===== src/rtl/ser2par32_zdet_pkg.sv =====
// Shared widths and the shift-in helper for the serial-to-parallel collector.
package ser2par32_zdet_pkg;

  localparam int unsigned WORD_W = 32;
  localparam int unsigned CNT_W  = 5;
  localparam logic [CNT_W-1:0] CNT_LAST = 5'd31;

  // Shift one bit into the word in the configured arrival order.
  function automatic logic [WORD_W-1:0] shift_in(input logic [WORD_W-1:0] sr,
                                                 input logic              b,
                                                 input bit                lsb_first);
    if (lsb_first) return {b, sr[WORD_W-1:1]};
    else           return {sr[WORD_W-2:0], b};
  endfunction

endpackage


===== src/rtl/ser2par32_zdet_nor32_1b.sv =====
// 32-to-1 NOR reduction: z is 1 iff every bit of a is 0.
module nor32_1b (
  input  logic [31:0] a,
  output logic        z
);

  assign z = ~|a;

endmodule


===== src/rtl/ser2par32_zdet.sv =====
// Bit-serial to 32-bit parallel collector with a registered output word and
// a zero flag, both under valid/ready handshakes.
module ser2par32_zdet
  import ser2par32_zdet_pkg::*;
#(
  parameter bit LSB_FIRST = 1'b1
) (
  input  logic              clk,
  input  logic              rst_n,
  input  logic              in_valid,
  input  logic              in_bit,
  output logic              in_ready,
  input  logic              flush,
  output logic              out_valid,
  input  logic              out_ready,
  output logic [WORD_W-1:0] out_data,
  output logic              out_zero
);

  logic [WORD_W-1:0] sr_q, sr_d, sr_shift;
  logic [CNT_W-1:0]  cnt_q, cnt_d;
  logic [WORD_W-1:0] out_data_q, out_data_d;
  logic              out_valid_q, out_valid_d;
  logic              accept, complete;

  // Only the 32nd bit can stall; earlier bits never need the output register.
  assign in_ready = (cnt_q != CNT_LAST) || !out_valid_q || out_ready;
  assign accept   = in_valid && in_ready && !flush;
  assign complete = accept && (cnt_q == CNT_LAST);
  assign sr_shift = shift_in(sr_q, in_bit, LSB_FIRST);

  always_comb begin
    sr_d        = sr_q;
    cnt_d       = cnt_q;
    out_data_d  = out_data_q;
    out_valid_d = out_valid_q;

    if (flush) begin
      sr_d  = '0;
      cnt_d = '0;
    end else if (accept) begin
      sr_d  = sr_shift;
      cnt_d = cnt_q + 5'd1;
    end

    // A completion wins over a consume in the same cycle so no gap appears.
    if (complete) begin
      out_data_d  = sr_shift;
      out_valid_d = 1'b1;
    end else if (out_valid_q && out_ready) begin
      out_valid_d = 1'b0;
    end
  end

  always_ff @(posedge clk or negedge rst_n) begin
    if (!rst_n) begin
      sr_q        <= '0;
      cnt_q       <= '0;
      out_data_q  <= '0;
      out_valid_q <= 1'b0;
    end else begin
      sr_q        <= sr_d;
      cnt_q       <= cnt_d;
      out_data_q  <= out_data_d;
      out_valid_q <= out_valid_d;
    end
  end

  assign out_data  = out_data_q;
  assign out_valid = out_valid_q;

  nor32_1b u_zdet (
    .a (out_data_q),
    .z (out_zero)
  );

endmodule

===== config.mk =====
export PLATFORM = sky130hd
export DESIGN_NAME = ser2par32_zdet
export DESIGN_NICKNAME = d
export VERILOG_FILES = /design/src/rtl/ser2par32_zdet_pkg.sv /design/src/rtl/ser2par32_zdet_nor32_1b.sv /design/src/rtl/ser2par32_zdet.sv
export SDC_FILE = /design/constraint.sdc
export NUM_CORES = 1
export LEC_CHECK = 0
export CAP_MARGIN = 20
export CORE_MARGIN = 1
export CORE_UTILIZATION = 41
export DETAILED_ROUTE_END_ITERATION = 6
export REMOVE_ABC_BUFFERS = 1
export SYNTH_ARGS = -nofsm -noshare
export SYNTH_HDL_FRONTEND = slang
export SYNTH_SLANG_ARGS = --single-unit

===== constraint.sdc =====
create_clock -name clk -period 5.8 [get_ports clk]
set_input_delay 1.16 -clock clk [delete_from_list [all_inputs] [get_ports clk]]
set_output_delay 1.16 -clock clk [all_outputs]
set_load 0.005 [all_outputs]

==> results.rst <==
.. list-table::
   :header-rows: 1

   * - Metric
     - Value
   * - Status
     - finished, final reports clean
   * - Worst Path Max Fanout
     - 17
   * - Total negative slack for setup checks
     - 0 ns
   * - Global-route wire length before repair
     - ~9.4 mm
   * - Combined area of all synthesized cells
     - 0.002895 mm^2
   * - Total Die Area
     - 0.007402 mm^2
   * - Arrival time reported for the critical path endpoint
     - 2.92 ns
   * - Number of detailed-route iterations in the first pass
     - 4
   * - Post-synthesis instance total
     - between 200 and 250
   * - Initial Utilization
     - 0.4262
   * - Number of global-route vias before repair
     - approximately 1,900
   * - GPL Wtd Cong
     - 0.7215
   * - Total half-perimeter wirelength after legalization and detailed placement
     - 3.395 mm
   * - Post-synthesis cell type count
     - 22
   * - Core utilization of the finished layout
     - 0.5297
   * - Finish-stage setup viols
     - 0
   * - Die outline width
     - 86.04 um
   * - Top cells by area, synth
     - dfrtp_1 60%, mux2_2 12%, mux2i_1 8.0%, nand2b_1 5.4%, o21ai_0 2.4%
   * - RSZ-0062 raised after global routing
     - no
   * - Vias/cell
     - slightly above 5
   * - Largest area contributor in the synthesized netlist
     - dfrtp_1
   * - Post-detailed-route DRC marker count
     - 0
   * - CTS buffer count
     - 9
   * - Final layout net count
     - 274
   * - Yosys warning total
     - 0
   * - Post-synth EDFFs
     - 0
   * - Final critical path time including I/O delays and setup
     - 4.083 ns
   * - Proportion of netlist area held by the largest area contributor
     - 0.5964
   * - Buffers inserted during post-CTS setup optimization
     - 0
   * - Ratio of final minimum period to clock period
     - 0.7039
   * - Worst hold slack
     - between 0.5 and 0.6 ns
   * - Remaining max-slew budget at the tightest pin
     - 0.4196
   * - Floorplan core area
     - between 0.006 and 0.007 mm^2
   * - Routed length per placed instance
     - ~15 um
   * - Initial antenna violation count
     - 0
   * - Total power density per cell area
     - around 260 mW/mm^2
   * - Maximum buffer depth of the clock tree
     - 2
   * - Ports placed on the boundary
     - 41
   * - GRT overflow
     - 0
   * - Endpoint kind of the worst setup timing path
     - primary output
   * - Max-cap violations
     - 0
   * - Commonest non-fill, non-tap cell in the layout
     - dfrtp_1
   * - Proportion of synthesized flip-flops having asynchronous set or reset
     - 1.000
   * - Transition time at the pin with the least slew margin
     - around 0.87 ns
   * - Clock slew seen by the registers of the worst setup and hold paths
     - approximately 0.070 ns
   * - Count of hold buffers inserted by post-cts repair
     - 0
   * - Pin count of the biggest net entering global routing
     - 70
   * - Global-route usage over all layers
     - 0.1644
   * - Input/output buffers
     - 40
   * - Total via count after detailed routing
     - 1,864
   * - Design Power
     - 950.6 uW
   * - Total length of routed wires
     - 5.388 mm
   * - Skew final
     - 0.008624 ns
   * - Root Driver
     - clkbuf_8
   * - Antenna-violating nets left
     - 0
   * - Share of layout cells above drive strength 1
     - 0.1882
   * - Leakage Power
     - approximately 0.0017 uW
   * - Endpoints failing hold
     - 0
   * - Critical path class
     - in2out
   * - Fmax achieved
     - ~240 MHz
   * - Total number of clock tree sinks
     - 69
   * - Leading cell types in the layout, fill and taps excluded
     - 69 x dfrtp_1, 39 x clkdlybuf4s50_1, 30 x mux2_2
   * - Req. time, crit path
     - 4.64 ns
   * - Number of pins exceeding their max-slew limit in the final report
     - 0
   * - Vert. Die Dim
     - around 86 um
   * - Most used flip-flop cell after synthesis
     - dfrtp_1
   * - Final WS setup
     - about 1.7 ns
   * - Count of fill cells added during filler insertion
     - 610
   * - Post-cts resize count
     - 0
   * - Clock latency on the worst-skew pair
     - 0.33 ns
   * - Worst IR Drop VDD
     - 0.0001122 V
   * - Seq/Total Area, Yosys
     - 0.5964
   * - Synthesis-stage register bit count
     - 69
   * - Setup slack after placement
     - ~1.7 ns
   * - CTS tree
     - done
   * - CTS H-tree depth
     - 3
   * - Drt initial violations
     - 98
   * - Total number of placement rows
     - 30
   * - Antenna diode count
     - 0
   * - Syn_area_per_cell
     - 12.87 um^2
   * - Nature of the critical path startpoint
     - input port
   * - Worst min-delay path category
     - reg2reg
   * - Layout overhead on the synthesized area
     - 24.29%
-- power breakdown --
part / total [uW] / internal, uW / switching (uW)
Clock: 434 / 265 / 169
Combinational: 32.5 / 11.3 / 21.2
Sequential: 484 / 483 / 1.38
Total: 951 / 759 / 192
-- routing by layer --
metal | GRT usage | up-vias | wire length (um)
met5 | 0 | - | 0
met4 | 0.06364 | 0 | 88
met3 | 0.03754 | 8 | 222
met2 | 0.2330 | 40 | 2290
met1 | 0.2442 | 936 | 2786
li1 | - | 880 | -
-- final timing paths --
check,startpoint,slack [ns],end,cells after the start
min reg2reg,sr_q[10],0.51,out_data[9],1
max,out_ready,1.72,in_ready,4
max reg2reg,cnt_q[0],2.94,sr_q[15],8
min,sr_q[10],0.51,out_data[9],1
min in group asynchronous,rst_n,1.02,out_valid,2
max in group asynchronous,rst_n,4.20,out_data[14],2
-- cells in the mapped netlist, types with 2 or more instances --
cell,instances
nor4_1,8
nand2_1,3
ha_1,2
inv_1,2
nand2b_1,25
o21ai_0,14
dfrtp_1,69
or3_1,3
mux2_2,30
buf_4,5
a21oi_1,13
nand4_1,3
mux2_1,2
clkbuf_1,7
mux2i_1,23
nand3_1,10
-- kinds of logic (layout without fill, tap and decap cells) --
family / after synthesis / in the layout / share of synthesized area
compound gates: 27 / 27 / 0.04667
mux: 55 / 55 / 0.2040
simple gates: 56 / 56 / 0.1163
flops: 69 / 69 / 0.5964
fa+ha+maj: 2 / 2 / 0.008642
buf+inv: 16 / 62 / 0.02809
-- through the flow --
step / std cells / area [um^2]
final: 367 / 3598
after global routing: 367 / 3598
after CTS: 367 / 3598
after detailed placement: 351 / 3373
after global placement: 351 / 3373
after floorplan: 211 / 2821
-- worst max-delay path: stages --
cell             delay (ns)
clkdlybuf4s50_1        0.41
and3b_1                0.51
inv_1                  0.32
clkdlybuf4s50_1        0.52
-- flip-flops by register name, summed over array words and instances, names as in the netlist --
register / flops
sr_q: 31
cnt_q: 5
out_valid: 1
out_data: 32
-- layout make-up --
class / count / area (um^2) / area share
multi-input cells: 140 / 1094 / 0.3039
clock buffers: 12 / 155.1 / 0.04312
clock inverters: 4 / 70.07 / 0.01947
flip-flops and latches: 69 / 1727 / 0.4798
inverters: 2 / 7.507 / 0.002086
repair buffers: 44 / 425.4 / 0.1182
well taps: 96 / 120.1 / 0.03338
No activity file was read; power rests on OpenSTA's default activity.
